$ cat src/rtl/raw2rgb_pkg.sv
// Shared types and constants for the raw-to-RGB front end and debayer.
package raw2rgb_pkg;

  typedef enum logic [1:0] {
    IDLE,
    LINE,
    HBLANK,
    VBLANK
  } sched_state_t;

  localparam int unsigned PIX_CNT_W   = 12;
  localparam int unsigned LINE_CNT_W  = 12;
  localparam int unsigned BLANK_CNT_W = 16;

  localparam int unsigned DEFAULT_IMG_W = 1280;
  localparam int unsigned DEFAULT_IMG_H = 720;

endpackage

$ cat src/rtl/raw2rgb_blank_timer.sv
// Loadable down-counter that parks at zero; times both horizontal and vertical blanking.
module raw2rgb_blank_timer
  import raw2rgb_pkg::*;
(
  input  logic                   clk,
  input  logic                   reset,
  input  logic                   load_i,
  input  logic [BLANK_CNT_W-1:0] load_val_i,
  output logic                   zero_o
);

  logic [BLANK_CNT_W-1:0] cnt_q;

  // Load wins over counting; otherwise decrement until zero and hold there.
  always_ff @(posedge clk) begin
    if (reset) begin
      cnt_q <= '0;
    end else if (load_i) begin
      cnt_q <= load_val_i;
    end else if (cnt_q != '0) begin
      cnt_q <= cnt_q - BLANK_CNT_W'(1);
    end
  end

  assign zero_o = (cnt_q == '0);

endmodule

$ cat src/rtl/raw2rgb_line_sched.sv
// Re-frames the capture pixel stream into per-line packets and enforces line/frame blanking.
module raw2rgb_line_sched
  import raw2rgb_pkg::*;
#(
  parameter int unsigned DATA_WIDTH = 8,
  parameter int unsigned IMG_W      = DEFAULT_IMG_W,
  parameter int unsigned IMG_H      = DEFAULT_IMG_H,
  parameter int unsigned MIN_HBLANK = 16,
  parameter int unsigned MIN_VBLANK = 4096
) (
  input  logic                  clk,
  input  logic                  reset,
  input  logic                  enable,
  input  logic [DATA_WIDTH-1:0] in_data,
  input  logic                  in_valid,
  input  logic                  in_sof,
  output logic                  in_ready,
  output logic [DATA_WIDTH-1:0] raw_data,
  output logic                  raw_valid,
  output logic                  raw_sop,
  output logic                  raw_eop,
  output logic [11:0]           line_idx,
  output logic                  frame_done,
  output logic                  busy,
  output logic                  sync_err
);

  localparam logic [PIX_CNT_W-1:0]   PixLast    = PIX_CNT_W'(IMG_W - 1);
  localparam logic [LINE_CNT_W-1:0]  LineLast   = LINE_CNT_W'(IMG_H - 1);
  localparam logic [BLANK_CNT_W-1:0] HblankLoad = BLANK_CNT_W'(MIN_HBLANK - 1);
  localparam logic [BLANK_CNT_W-1:0] VblankLoad = BLANK_CNT_W'(MIN_VBLANK - 1);

  sched_state_t state_q, state_d;

  logic [PIX_CNT_W-1:0]  pix_cnt_q, pix_cnt_d;
  logic [LINE_CNT_W-1:0] line_q, line_d;
  logic [DATA_WIDTH-1:0] raw_data_q, raw_data_d;
  logic raw_valid_q, raw_valid_d;
  logic raw_sop_q, raw_sop_d;
  logic raw_eop_q, raw_eop_d;
  logic frame_done_q, frame_done_d;
  logic sync_err_q, sync_err_d;
  logic busy_q, busy_d;
  logic in_ready_q, in_ready_d;

  logic                   tmr_load;
  logic [BLANK_CNT_W-1:0] tmr_val;
  logic                   tmr_zero;
  logic                   beat;

  assign beat = in_valid & in_ready_q;

  raw2rgb_blank_timer u_blank_timer (
    .clk        (clk),
    .reset      (reset),
    .load_i     (tmr_load),
    .load_val_i (tmr_val),
    .zero_o     (tmr_zero)
  );

  // Next-state, counter and output decode for the line scheduler.
  always_comb begin
    state_d      = state_q;
    pix_cnt_d    = pix_cnt_q;
    line_d       = line_q;
    raw_data_d   = raw_data_q;
    raw_valid_d  = 1'b0;
    raw_sop_d    = 1'b0;
    raw_eop_d    = 1'b0;
    frame_done_d = 1'b0;
    sync_err_d   = 1'b0;
    tmr_load     = 1'b0;
    tmr_val      = '0;

    unique case (state_q)
      IDLE: begin
        // Only a start-of-frame beat opens a frame; anything else is drained silently.
        if (beat && in_sof) begin
          raw_valid_d = 1'b1;
          raw_data_d  = in_data;
          raw_sop_d   = 1'b1;
          line_d      = '0;
          if (IMG_W == 1) begin
            raw_eop_d = 1'b1;
            pix_cnt_d = '0;
            tmr_load  = 1'b1;
            if (IMG_H > 1) begin
              state_d = HBLANK;
              tmr_val = HblankLoad;
            end else begin
              state_d = VBLANK;
              tmr_val = VblankLoad;
            end
          end else begin
            pix_cnt_d = PIX_CNT_W'(1);
            state_d   = LINE;
          end
        end
      end

      LINE: begin
        if (beat) begin
          if (in_sof && (pix_cnt_q != '0 || line_q != '0)) begin
            // Misplaced frame start: abandon the frame without closing the line.
            sync_err_d = 1'b1;
            pix_cnt_d  = '0;
            state_d    = IDLE;
          end else begin
            raw_valid_d = 1'b1;
            raw_data_d  = in_data;
            raw_sop_d   = (pix_cnt_q == '0);
            if (pix_cnt_q == PixLast) begin
              raw_eop_d = 1'b1;
              pix_cnt_d = '0;
              tmr_load  = 1'b1;
              if (line_q < LineLast) begin
                state_d = HBLANK;
                tmr_val = HblankLoad;
              end else begin
                state_d = VBLANK;
                tmr_val = VblankLoad;
              end
            end else begin
              pix_cnt_d = pix_cnt_q + PIX_CNT_W'(1);
            end
          end
        end
      end

      HBLANK: begin
        if (tmr_zero) begin
          state_d = LINE;
          line_d  = line_q + LINE_CNT_W'(1);
        end
      end

      VBLANK: begin
        if (tmr_zero) begin
          frame_done_d = 1'b1;
          state_d      = IDLE;
        end
      end

      default: state_d = IDLE;
    endcase

    // in_ready is registered, so it is decoded from the state we are entering.
    case (state_d)
      IDLE:    in_ready_d = enable;
      LINE:    in_ready_d = 1'b1;
      default: in_ready_d = 1'b0;
    endcase
    busy_d = (state_d != IDLE);
  end

  // State and registered outputs, all cleared by the synchronous reset.
  always_ff @(posedge clk) begin
    if (reset) begin
      state_q      <= IDLE;
      pix_cnt_q    <= '0;
      line_q       <= '0;
      raw_data_q   <= '0;
      raw_valid_q  <= 1'b0;
      raw_sop_q    <= 1'b0;
      raw_eop_q    <= 1'b0;
      frame_done_q <= 1'b0;
      sync_err_q   <= 1'b0;
      busy_q       <= 1'b0;
      in_ready_q   <= 1'b0;
    end else begin
      state_q      <= state_d;
      pix_cnt_q    <= pix_cnt_d;
      line_q       <= line_d;
      raw_data_q   <= raw_data_d;
      raw_valid_q  <= raw_valid_d;
      raw_sop_q    <= raw_sop_d;
      raw_eop_q    <= raw_eop_d;
      frame_done_q <= frame_done_d;
      sync_err_q   <= sync_err_d;
      busy_q       <= busy_d;
      in_ready_q   <= in_ready_d;
    end
  end

  assign in_ready   = in_ready_q;
  assign raw_data   = raw_data_q;
  assign raw_valid  = raw_valid_q;
  assign raw_sop    = raw_sop_q;
  assign raw_eop    = raw_eop_q;
  assign line_idx   = line_q;
  assign frame_done = frame_done_q;
  assign busy       = busy_q;
  assign sync_err   = sync_err_q;

endmodule
$ cat config.mk
export PLATFORM = sky130hd
export DESIGN_NAME = raw2rgb_line_sched
export DESIGN_NICKNAME = d
export VERILOG_FILES = /design/src/rtl/raw2rgb_pkg.sv /design/src/rtl/raw2rgb_blank_timer.sv /design/src/rtl/raw2rgb_line_sched.sv
export SDC_FILE = /design/constraint.sdc
export NUM_CORES = 1
export LEC_CHECK = 0
export CELL_PAD_IN_SITES_DETAIL_PLACEMENT = 1
export CELL_PAD_IN_SITES_GLOBAL_PLACEMENT = 2
export CORE_ASPECT_RATIO = 1.2
export CORE_MARGIN = 10
export CORE_UTILIZATION = 34
export CTS_CLUSTER_DIAMETER = 30
export DETAILED_ROUTE_END_ITERATION = 6
export PLACE_DENSITY = 0.79
export SYNTH_ARGS = -nofsm -noshare
export SYNTH_HDL_FRONTEND = slang
export SYNTH_HIERARCHICAL = 1
export SYNTH_SLANG_ARGS = --single-unit
$ cat constraint.sdc
create_clock -name clk -period 6.36 [get_ports clk]
set_clock_uncertainty 0.05 [all_clocks]
set_input_delay 0.636 -clock clk [delete_from_list [all_inputs] [get_ports clk]]
set_output_delay 0.636 -clock clk [all_outputs]
set_load 0.03 [all_outputs]
# Word-level counts from Yosys, hierarchy flattened
# Index checks and enable logic that the tools add are counted.
[totals]
input_bits = 13
out_inout_bits = 27
regBits = 57
elab_cells = 89
[classes]
reduce_logical = 19
muxes = 41
bitwise = 4
add_sub_neg = 3
order_cmp = 1
n_eq_ne = 9
[ops]
columns = ["cell", "n"]
rows = [
  ["$mux W12", 11],
  ["$pmux W12 S2", 2],
  ["$mux W16", 2],
  ["$add A12 B1 Y12 const B", 2],
  ["$mux W8", 3],
  ["$reduce_bool A12 Y1", 2],
  ["$logic_not A16 Y1", 1],
  ["$pmux W8 S2", 1],
  ["$reduce_bool A16 Y1", 1],
  ["$sub A16 B1 Y16 const B", 1],
  ["$eq A12 B11 Y1 const B", 1],
  ["$logic_not A12 Y1", 1],
  ["$lt A12 B10 Y1 const B", 1],
  ["$mux W1", 12],
  ["$mux W2", 6],
  ["$ne A2 B2 Y1 const B", 4],
  ["$pmux W2 S4", 1],
  ["$reduce_bool A2 Y1", 4],
  ["$pmux W1 S2", 3],
  ["$reduce_and A3 Y1", 2],
  ["$eq A2 B1 Y1 const B", 2],
  ["$eq A2 B2 Y1 const B", 2],
  ["$logic_not A2 Y1", 2],
  ["$reduce_and A4 Y1", 1],
  ["6 further kinds", 9],
]

# Logic depth before layout (Yosys ltp)
# Gate-level depths: netlist of run 1.
[logic_depth]
ltp_word = 8
ltp_mapped = 12
depth_no_buf = 11

# Modules after synthesis
# The synthesis of run 1 kept the hierarchy.
[by_module_without_submodules]
columns = ["module", "seq_area_each_um2", "area_each_um2", "cells_per_inst", "instances"]
rows = [
  ["raw2rgb_line_sched", 820.8, 1903.1, 229, 1],
  ["raw2rgb_blank_timer", 320.3, 902.1, 112, 1],
]

# Least setup slack after synthesis of run 1
# No wires, ideal clock.
[synth_path]
kind = "flip-flop to flip-flop"
from = "register line_q[0] (netlist: line_idx[0])"
to = "register u_blank_timer.cnt_q[1]"
stages_incl_launch_ff = 13
setup_time_ns = 0.131
period_less_slack_ns = 2.400
slack_ns = 3.960
t_arrival_ns = 2.218
required_time_ns = 6.179
n_path_buf = 2
path_cell_list = "dfxtp_1 inv_1 ha_1 nor4b_1 nand3_1 o21ai_2 buf_6 nand2_1 inv_1 clkbuf_1 nor3_1 mux2i_1 o21ai_0"
[synth_via]
elab_chain_cells = 7
elab_cells_between_ends = 11
cone_classes = "7 x mux; 4 x reduce/logical"
[synth_rtl]
columns = ["item", "line_no", "rtl"]
rows = [
  ["start: declaration", "raw2rgb_line_sched.sv:36", "logic [LINE_CNT_W-1:0] line_q, line_d;"],
  ["start signal: assignment", "raw2rgb_line_sched.sv:173", "line_q <= line_d;"],
  ["$reduce_bool A12 Y1 (*)", "raw2rgb_line_sched.sv:103", "if (in_sof && (pix_cnt_q != '0 || line_q != '0)) begin"],
  ["$logic_or A1 B1 Y1 (*)", "raw2rgb_line_sched.sv:103", ""],
  ["$logic_and A1 B1 Y1 (*)", "raw2rgb_line_sched.sv:103", ""],
  ["$mux W12 / $mux W1 (equally long branches)", "raw2rgb_line_sched.sv:103", ""],
  ["$mux W12 / $mux W1 (equally long branches)", "raw2rgb_line_sched.sv:102", "if (beat) begin"],
  ["$mux W12 / $mux W1 (equally long branches)", "raw2rgb_line_sched.sv:75", "unique case (state_q)"],
  ["$mux W16 / $reduce_bool A2 Y1 (equally long branches)", "--", ""],
  ["end signal: assignment", "raw2rgb_blank_timer.sv:19", "cnt_q <= load_val_i;"],
  ["end signal: assignment", "raw2rgb_blank_timer.sv:21", "cnt_q <= cnt_q - BLANK_CNT_W'(1);"],
  ["end: declaration", "raw2rgb_blank_timer.sv:12", "logic [BLANK_CNT_W-1:0] cnt_q;"],
]
# Mark *: on every way between the ends. The rest lies on a longest branch, timed or not.
# A chain may end at the register's enable or synchronous reset.

# Worst setup path in the final report of run 1
[layout_path]
from = "register pix_cnt_q[0]"
to = "register u_blank_timer.cnt_q[7]"
[layout_via]
elab_chain_cells = 7
elab_cells_between_ends = 14
cone_classes = "1 x eq/ne; 9 x mux; 4 x reduce/logical"
[layout_rtl]
columns = ["item", "line_no", "rtl"]
rows = [
  ["start: declaration", "raw2rgb_line_sched.sv:35", "logic [PIX_CNT_W-1:0] pix_cnt_q, pix_cnt_d;"],
  ["start signal: assignment", "raw2rgb_line_sched.sv:172", "pix_cnt_q <= pix_cnt_d;"],
  ["$reduce_bool A12 Y1", "raw2rgb_line_sched.sv:103", ""],
  ["$logic_or A1 B1 Y1", "raw2rgb_line_sched.sv:103", ""],
  ["$logic_and A1 B1 Y1", "raw2rgb_line_sched.sv:103", ""],
  ["$mux W12 / $mux W1 (equally long branches)", "raw2rgb_line_sched.sv:103", ""],
  ["$mux W12 / $mux W1 (equally long branches)", "raw2rgb_line_sched.sv:102", ""],
  ["$mux W12 / $mux W1 (equally long branches)", "raw2rgb_line_sched.sv:75", ""],
  ["$mux W16 / $reduce_bool A2 Y1 (equally long branches)", "--", ""],
]
# Parallel ways exist; a longest one is shown, timed or not.

==> results of run 1 <==
registers in the layout, indices dropped and copies added (netlist names), 2 cells and up:
signal / flops
u_blank_timer/cnt_q: 16
state_q: 2
raw_data: 8
pix_cnt_q: 12
line_idx: 12
routing by layer:
layer,vias up,global-route usage,routed length (um)
li1,1289,-,-
met1,1207,0.159,3500
met2,30,0.227,3920
met3,10,0.0350,236
met4,0,0.0549,108
met5,-,0,0
final cells by class:
class                           instances  area [um^2]
Clock buffer                           10          128
Clock inverter                          6         35.0
Fill cell                             980         4690
Inverter                               10         37.5
Multi-Input combinational cell        262         1560
Sequential cell                        57         1140
Tap cell                               95          119
Timing Repair Buffer                   41          405
synthesized netlist by cell type, types with 2 or more instances:
library cell and count:
xnor2_1 9, nor4b_1 5, buf_6 2, mux2i_1 4, a31oi_1 5, a22oi_1 2, nor3_1 16, xor2_1 19
o31a_1 3, nand4b_1 3, nor2b_1 2, clkbuf_1 7, o21ai_0 21, buf_2 4, dfxtp_1 57, a21oi_1 14
and3_1 5, nor4_1 8, a211oi_1 2, nand2_1 35, nand4_1 9, inv_1 10, ha_1 5, nor2_1 44
nand3_1 26
where the power goes:
part           total, mW  switching, mW  internal (mW)
Sequential         0.465         0.0596          0.405
Combinational      0.345          0.192          0.152
Clock              0.290          0.152          0.138
Total               1.10          0.404          0.696
per-stage QoR:
stage | instance area (um^2) | setup slack, ns | std cells
floorplan | 2820 | 3.96 | 344
global placement | 3260 | 3.26 | 465
detailed placement | 3260 | 3.12 | 465
CTS | 3420 | 3.12 | 481
global route | 3420 | 2.67 | 481
finish | 3420 | 3.17 | 481
layout by cell type, fill, tap and decap left out, types with 4 or more instances in the layout:
cell,n
clkinv_2,4
a31oi_1,5
ha_1,5
nor3_1,16
nor2_1,44
conb_1,4
mux2i_1,4
xnor2_1,9
clkbuf_8,9
nand4_1,9
nor4b_1,5
nand3_1,26
inv_1,10
nand2_1,35
o21ai_0,21
nor4_1,8
a21oi_1,14
and3_1,5
clkdlybuf4s50_1,39
xor2_1,19
dfxtp_1,57
worst max-delay path, stage by stage, from the launching register on:
cell     delay (ns)
dfxtp_1        0.34
inv_1          0.11
ha_1           0.16
nor4b_1        0.22
nand3_1        0.23
o21ai_2        0.50
nand2_1        0.18
inv_1          0.42
nor2b_1        0.67
nand2_1        0.12
o21ai_0        0.10
final timing paths:
kind           startpoint                endpoint  slack, ns
min           raw_data[3]             raw_data[3]       0.43
min reg2reg   raw_data[3]             raw_data[3]       0.43
max reg2reg  pix_cnt_q[0]  u_blank_timer/cnt_q[7]       3.17
max          pix_cnt_q[0]  u_blank_timer/cnt_q[7]       3.17
cells by family (layout without fill, tap and decap cells):
kind of cell / count (synthesis) / after routing / share of synthesized area
other cells: 1 / 4 / 0.00134
simple gates: 162 / 162 / 0.294
buf+inv: 25 / 67 / 0.0424
fa+ha+maj: 5 / 5 / 0.0223
compound gates: 59 / 59 / 0.131
flops: 57 / 57 / 0.407
xor+xnor: 28 / 28 / 0.0874
mux: 4 / 4 / 0.0143
==> qor.yml, run 1 <==
status: "complete, no violations"
cts_setup_buffers: 0
antenna_left: 0
synth.area.top_cells: "dfxtp_1, xor2_1, nor2_1"
grt_pass1_vias: 2739
cts_inserted_buffers: 9
crit_type: "reg2reg"
finalHoldViolCount: 0
synth_top_area_frac: 0.407
critPathMaxFanout: 18
yosys_warnings: 6
r2r_cells: 10
period_minus_slack_ns: 3.19
fmax_ghz: 0.313
grt_max_degree: 36
synth_top_area_cell: "dfxtp_1"
cap_violations: 0
fin_crit_sh: 0.502
ys_types: 49
cts_tree: "built"
async_reset_ff_frac: 0
track_usage: 0.136
post_cts_resized: 0
htreeDepth: 3
ys.flop_type: "dfxtp_1"
dp_hpwl_mm: 5.70
rsz0062_at_grt: "no"
core_area_um2: 8110
syn2layout_area_growth_pct: 22.0
clkSlewWorstSetupHoldPaths_ns: 0.07
end_kind: "flip-flop"
synthCells: 341
antenna_found_initial: 0
wire_per_inst_um: 16.1
wl_mm: 7.76
power_leakage_nw: 1.23
hold_class: "reg2reg"
die_height_um: 120
tns_ns: 0
via_per_inst: 5.27
layout-drive-gt1-share: 0.0622
fin_util: 0.422
syn_area_um2: 2810
drc: 0
p_total_mw: 1.10
worstPathArrival_ns: 3.41
die_w_um: 103
required_ns: 6.58
finalSetupViolCount: 0
powerDensity_nw_per_um2: 321
clock-sinks: 57
drtPass1Iterations: 4
worst_pin_slew_ns: 1.10
start_util: 0.346
drtIter0Drc: 92
diodes: 0
ios: 40
ctsHoldBuffers: 0
grt_pass1_wl_mm: 13.4
startpoint_type: "flip-flop"
ys_seq_area_frac: 0.407
ys_ff_latch: 57
clk_latency_ns: 0.35
fin_nets: 399
ctsRootBufferMaster: "clkbuf_8"
gp_congestion: 0.786
overflow: 0
synth-edff-count: 0
die_area_um2: 12300
min_delay_path_depth: 2
vias: 2536
fin_hold_ws_ns: 0.425
max_slew_margin: 0.265
maxSlewViolCount: 0
rows: 36
io_buffers: 39
max-clock-path-buffers: 2
postSynthAreaPerCell_um2: 8.23
irDropWorstVdd_v: 0.000164
Power figures use the tool's default switching activity.
==> run 2: changes to the inputs <==
--- a/config.mk
+++ b/config.mk
@@ -9,10 +9,10 @@
 export CELL_PAD_IN_SITES_GLOBAL_PLACEMENT = 2
 export CORE_ASPECT_RATIO = 1.2
 export CORE_MARGIN = 10
-export CORE_UTILIZATION = 34
+export CORE_UTILIZATION = 29
 export CTS_CLUSTER_DIAMETER = 30
 export DETAILED_ROUTE_END_ITERATION = 6
-export PLACE_DENSITY = 0.79
+export PLACE_DENSITY = 0.71
 export SYNTH_ARGS = -nofsm -noshare
 export SYNTH_HDL_FRONTEND = slang
 export SYNTH_HIERARCHICAL = 1
==> constraint.sdc (replaced) <==
create_clock -name clk -period 2.8 [get_ports clk]
set_clock_uncertainty 0.05 [all_clocks]
set_input_delay 0.28 -clock clk [delete_from_list [all_inputs] [get_ports clk]]
set_output_delay 0.28 -clock clk [all_outputs]
set_load 0.03 [all_outputs]
==> run 2 against run 1 <==
  * Combinational power grew 140%
  * Wire length grew 9.8%
  * Sequential power increased by 130%
  * Global-route usage down 1.0 points
  * Worst hold slack lost 0.00064 ns
  * Cell area increased by 6.7%
  * Register-to-register slack got worse by 2.9 ns
  * Clock power grew to 3.5 times the previous value
  * Maximum frequency increased by 28%
  * Critical endpoint is now busy
  * Largest cell class unchanged
==> qor.yml, run 2 (same netlist as run 1, synthesis figures left out) <==
status: "complete, no violations"  # unchanged
vias: 2615  # was 2536
final_common_cell: "dfxtp_1"  # unchanged
largest_register_ffs: 16  # unchanged
diodes: 0  # unchanged
power_leakage_nw: 1.34  # was 1.23 nW
end_kind: "flip-flop"  # unchanged
fin_crit_sh: 0.892  # was 0.502
maxSlewViolCount: 0  # unchanged
drtPass1Iterations: 4  # unchanged
dp_hpwl_mm: 6.11  # was 5.70 mm
cts_tree: "built"  # unchanged
crit_type: "reg2reg"  # unchanged
clock-sinks: 57  # unchanged
antenna_found_initial: 0  # unchanged
cap_violations: 0  # unchanged
die_height_um: 128  # was 120 um
htreeDepth: 3  # unchanged
drtIter0Drc: 113  # was 92
ctsRootBufferMaster: "clkbuf_16"  # was clkbuf_8
track_usage: 0.126  # was 0.136
worst_pin_slew_ns: 1.07  # was 1.10 ns
grt_pass1_vias: 2661  # was 2739
fin_nets: 410  # was 399
rsz0062_at_grt: "no"  # unchanged
clk_latency_ns: 0.33  # was 0.35 ns
swShare: 0.330  # was 0.367
cts_setup_buffers: 0  # unchanged
startpoint_type: "flip-flop"  # unchanged
fill_cells: 1144  # was 980
critPathMaxFanout: 7  # was 18
regMostFlops: "u_blank_timer/cnt_q"  # unchanged
seq_power_share: 0.365  # was 0.423
p_comb_frac: 0.287  # was 0.313
p_switching_uw: 958  # was 404 uW
gp_congestion: 0.832  # was 0.786
irDropWorstVdd_v: 0.000449  # was 0.000164 V
finalHoldViolCount: 0  # unchanged
period_minus_slack_ns: 2.50  # was 3.19 ns
max-clock-path-buffers: 2  # unchanged
post_cts_resized: 0  # unchanged
clkPwrFrac: 0.348  # was 0.264
io_buffers: 39  # unchanged
layout_common_cells: "dfxtp_1, nor2_1, clkdlybuf4s50_1"  # unchanged
syn2layout_area_growth_pct: 30.2  # was 22.0%
start_util: 0.296  # was 0.346
critPathMaxStageDelay_ns: 0.47  # was 0.67 ns
grt_pass1_wl_mm: 13.9  # was 13.4 mm
worstPathArrival_ns: 2.71  # was 3.41 ns
die_w_um: 110  # was 103 um
internal_power_mw: 1.95  # was 696 uW
crit_chain: "inv_1 > ha_1 > nor2b_1 > nand3_1 > nor2_1 > nor2b_4 > or3_1 > a221o_1 > o22ai_1"  # was inv_1 > ha_1 > nor4b_1 > nand3_1 > o21ai_2 > nand2_1 > inv_1 > nor2b_1 > nand2_1 > o21ai_0
crit_buf_inv: 1  # was 2
ios: 40  # unchanged
cts_inserted_buffers: 9  # unchanged
clkSlewWorstSetupHoldPaths_ns: 0.05  # was 0.07 ns
finalSetupViolCount: 0  # unchanged
ctsHoldBuffers: 0  # unchanged
antenna_left: 0  # unchanged
max_slew_margin: 0.279  # was 0.265
fmax_ghz: 0.400  # was 0.313 GHz
ff2ff_setup_slack_ns: 0.30  # was 3.17 ns
powerDensity_nw_per_um2: 795  # was 321 nW/um^2
rows: 39  # was 36
wire_per_inst_um: 16.4  # was 16.1 um
layout-drive-gt1-share: 0.0856  # was 0.0622
drc: 0  # unchanged
p_total_mw: 2.90  # was 1.10 mW
required_ns: 3.01  # was 6.58 ns
grt_max_degree: 16  # was 36
core_area_um2: 9470  # was 8110 um^2
via_per_inst: 5.03  # was 5.27
wl_mm: 8.52  # was 7.76 mm
critPathSlowestCell: "or3_1"  # was nor2b_1
die_area_um2: 14000  # was 12300 um^2
path_delay_family: "simple AND/OR/NAND/NOR gates"  # unchanged
overflow: 0  # unchanged
hold_class: "reg2reg"  # unchanged
tns_ns: 0  # unchanged
[run 2: cell count changes in the layout (fill, tap and decap cells not counted), sizes merged]
cell      change
buf          +11
clkbuf        +3
clkinv        -1
clkinvlp      -2
[run 2: stage by stage]
step	worst slack [ns]	hold WS, ns	util	std cells	cell area [um^2]
detailed placement	0.317	0.420	0.357	504	3380
global route	0.102	0.445	0.386	520	3650
CTS	0.306	0.428	0.386	520	3650
finish	0.302	0.424	0.386	520	3650
global placement	0.365	0.409	0.357	504	3380
floorplan	0.400	0.378	-	344	2820
[run 2: power groups by stage]
stage / combinational [mW] / sequential (mW) / clock (mW)
final: 0.833 / 1.06 / 1.01
after global routing: 0.938 / 1.08 / 1.07
after detailed placement: 0.828 / 1.08 / 0
after floorplan: 0.619 / 1.04 / 0
after CTS: 0.837 / 1.06 / 1.04
after global placement: 0.827 / 1.07 / 0
[run 2: metal layers]
layer,vias to the layer above,track usage,share of wire
met2,30,0.205,0.49
met4,0,0.0575,0.019
met5,-,0,0
met1,1266,0.151,0.45
li1,1308,-,-
met3,11,0.0292,0.033
[run 2: worst paths after layout]
kind,startpoint,end,cells past startpoint
max,u_blank_timer/cnt_q[0],busy,9
min,raw_data[2],raw_data[2],2
max reg2reg,u_blank_timer/cnt_q[0],busy,9
min reg2reg,raw_data[2],raw_data[2],2
[run 2: area by class of cell]
cell class              count  area (um^2)  area share
multi-input cells         262         1560       0.426
well taps                 123          154      0.0421
clock inverters             3         15.0     0.00411
flip-flops and latches     57         1140       0.312
clock buffers              13          260      0.0713
inverters                  10         37.5      0.0103
repair buffers             52          488       0.134
[run 2: worst register-to-register path: stages (launching register included)]
cell and delay, ns:
dfxtp_1 0.35, inv_1 0.09, ha_1 0.24, nor2b_1 0.21, nand3_1 0.15, nor2_1 0.25, nor2b_4 0.09, or3_1 0.47
a221o_1 0.37, o22ai_1 0.15
==> run 3: changes to the inputs <==
--- a/config.mk
+++ b/config.mk
@@ -12,6 +12,7 @@
 export CORE_UTILIZATION = 29
 export CTS_CLUSTER_DIAMETER = 30
 export DETAILED_ROUTE_END_ITERATION = 6
+export GPL_TIMING_DRIVEN = 0
 export PLACE_DENSITY = 0.71
 export SYNTH_ARGS = -nofsm -noshare
 export SYNTH_HDL_FRONTEND = slang
==> run 3 against run 2 <==
  * Die area unchanged
  * Wire length down 1.3%
  * Global-route usage up 0.27 points
  * Clock power up 28%
  * Core utilization up 0.90 points
  * Combinational power down 2%
  * Sequential share of layout area down 0.71 points
  * Largest cell class unchanged
  * Cell count up 0.58%
  * Critical path depth up 1
  * Sequential cell count unchanged
==> qor.yml, run 3 (same netlist as run 1, synthesis figures left out) <==
status: "complete, no violations"  # unchanged
fill_cells: 1138  # was 1144
rr_endpoint: "busy"  # unchanged
grt_pass1_vias: 2831  # was 2661
cap_violations: 0  # unchanged
wire_per_inst_um: 16.1  # was 16.4 um
dp_hpwl_mm: 6.20  # was 6.11 mm
fmax_ghz: 0.388  # was 0.400 GHz
hold_class: "in2reg"  # was reg2reg
startpoint_type: "flip-flop"  # unchanged
min_to: "raw_sop"  # was raw_data[2]
maxSlewViolCount: 0  # unchanged
max_slew_margin: 0.432  # was 0.279
drc: 0  # unchanged
grt_pass1_wl_mm: 14.2  # was 13.9 mm
crit_chain: "inv_1 > ha_1 > nor2b_4 > nand3_1 > nor2_1 > nor2b_4 > or3_1 > buf_2 > a221o_1 > o22ai_1"  # was inv_1 > ha_1 > nor2b_1 > nand3_1 > nor2_1 > nor2b_4 > or3_1 > a221o_1 > o22ai_1
p_comb_frac: 0.258  # was 0.287
finalSetupViolCount: 0  # unchanged
antenna_found_initial: 0  # unchanged
final_cells: 523  # was 520
critPathMaxStageDelay_ns: 0.35  # was 0.47 ns
max-clock-path-buffers: 2  # unchanged
wl_mm: 8.41  # was 8.52 mm
via_per_inst: 5.02  # was 5.03
cpMostUsedCell: "nor2b_4"
track_usage: 0.128  # was 0.126
crit_type: "reg2reg"  # unchanged
p_switching_uw: 985  # was 958 uW
grt_max_degree: 11  # was 16
min_delay_path_depth: 4  # was 2
required_ns: 3.00  # was 3.01 ns
start_util: 0.296  # unchanged
regMostFlops: "u_blank_timer/cnt_q"  # unchanged
period_minus_slack_ns: 2.58  # was 2.50 ns
ff2ff_setup_slack_ns: 0.22  # was 0.30 ns
swShare: 0.312  # was 0.330
core_area_um2: 9470  # unchanged
timing.rr.start: "u_blank_timer/cnt_q[0]"  # unchanged
die_area_um2: 14000  # unchanged
clkSlewWorstSetupHoldPaths_ns: 0.05  # about the same
critPathSlowestCell: "dfxtp_1"  # was or3_1
antenna_left: 0  # unchanged
rows: 39  # unchanged
clk_latency_ns: 0.33  # about the same
worstPathArrival_ns: 2.78  # was 2.71 ns
largest_register_ffs: 16  # unchanged
io_buffers: 38  # was 39
powerDensity_nw_per_um2: 845  # was 795 nW/um^2
power_leakage_nw: 1.37  # was 1.34 nW
min_from: "in_sof"  # was raw_data[2]
dp.cells: 505  # was 504
ctsHoldBuffers: 0  # unchanged
multi_input_area_um2: 1580  # was 1560 um^2
finalHoldViolCount: 0  # unchanged
htreeDepth: 3  # unchanged
ios: 40  # unchanged
fin_nets: 413  # was 410
layout_common_cells: "dfxtp_1, nor2_1, clkdlybuf4s50_1"  # unchanged
seq_area_um2: 1140  # unchanged
seq_power_share: 0.332  # was 0.365
worst_pin_slew_ns: 0.848  # was 1.07 ns
syn2layout_area_growth_pct: 33.2  # was 30.2%
clkPwrFrac: 0.409  # was 0.348
irDropWorstVdd_v: 0.000346  # was 0.000449 V
cts_tree: "built"  # unchanged
critPathMaxFanout: 7  # unchanged
tns_ns: 0  # unchanged
clock-sinks: 57  # unchanged
gp_congestion: 0.820  # was 0.832
diodes: 0  # unchanged
die_w_um: 110  # unchanged
final_common_cell: "dfxtp_1"  # unchanged
ctsRootBufferMaster: "clkbuf_16"  # unchanged
r2r_cells: 10  # was 9
overflow: 0  # unchanged
layout-drive-gt1-share: 0.0925  # was 0.0856
end_kind: "flip-flop"  # unchanged
drtIter0Drc: 71  # was 113
fin_crit_sh: 0.920  # was 0.892
drtPass1Iterations: 4  # unchanged
vias: 2623  # was 2615
internal_power_mw: 2.17  # was 1.95 mW
cts_inserted_buffers: 9  # unchanged
die_height_um: 128  # unchanged
-- run 3: how the worst max path moves through the flow --
stage / from / to / slack [ns] / cells after the start
after floorplan: line_idx[0] / u_blank_timer/cnt_q[1] / 0.40 / 12
after global placement: pix_cnt_q[0] / u_blank_timer/cnt_q[4] / -0.11 / 12
after detailed placement: pix_cnt_q[0] / u_blank_timer/cnt_q[4] / -0.14 / 12
after CTS: pix_cnt_q[0] / u_blank_timer/cnt_q[4] / 0.002 / 12
after global routing: line_idx[1] / u_blank_timer/cnt_q[4] / -0.02 / 12
final: u_blank_timer/cnt_q[0] / busy / 0.22 / 10
-- run 3: worst max-delay path, delay by kind of cell (launching register included) --
| family | cells | cell delay, ns |
|---|---|---|
| simple gates | 5 | 1.06 |
| fa+ha+maj | 1 | 0.25 |
| compound gates | 2 | 0.52 |
| buf+inv | 2 | 0.26 |
| flops | 1 | 0.35 |
-- run 3: timing repair --
action	CTS	global route
pin swaps	0	2
setup endpoints to repair	14	27
setup buffers	0	2
resized for setup	3	7
-- run 3: area by class of cell --
class | count | area share
sequential | 57 | 0.305
timing repair buffer | 40 | 0.106
clock buffer | 11 | 0.0649
multi-input combinational | 262 | 0.422
tap | 123 | 0.0412
clock inverter | 5 | 0.0275
inverter | 10 | 0.0100
buffer | 15 | 0.0231
-- run 3: per-stage QoR --
stage / utilization / worst slack (ns) / cell area [um^2] / hold WS [ns] / total power, mW
finish: 0.395 / 0.223 / 3740 / 0.316 / 3.16
global placement: 0.354 / -0.113 / 3350 / 0.414 / 1.85
detailed placement: 0.354 / -0.140 / 3350 / 0.422 / 1.88
global route: 0.395 / -0.0189 / 3740 / 0.342 / 3.35
floorplan: - / 0.400 / 2820 / 0.378 / 1.66
CTS: 0.391 / 0.00161 / 3700 / 0.309 / 3.18
-- run 3: metal layers --
metal | vias to the layer above | part of all wire | global-route usage
met4 | 0 | 0.022 | 0.0667
met2 | 23 | 0.50 | 0.216
met1 | 1264 | 0.44 | 0.149
met5 | - | 0 | 0
li1 | 1322 | - | -
met3 | 14 | 0.030 | 0.0252
-- run 3: power groups by stage --
| stage | clock [mW] | sequential, mW | combinational [mW] |
|---|---|---|---|
| 6_report | 1.29 | 1.05 | 0.816 |
| 5_1_grt | 1.35 | 1.07 | 0.932 |
| 4_1_cts | 1.31 | 1.05 | 0.815 |
| 3_5_place_dp | 0 | 1.06 | 0.813 |
| 3_3_place_gp | 0 | 1.06 | 0.793 |
| 2_1_floorplan | 0 | 1.04 | 0.619 |
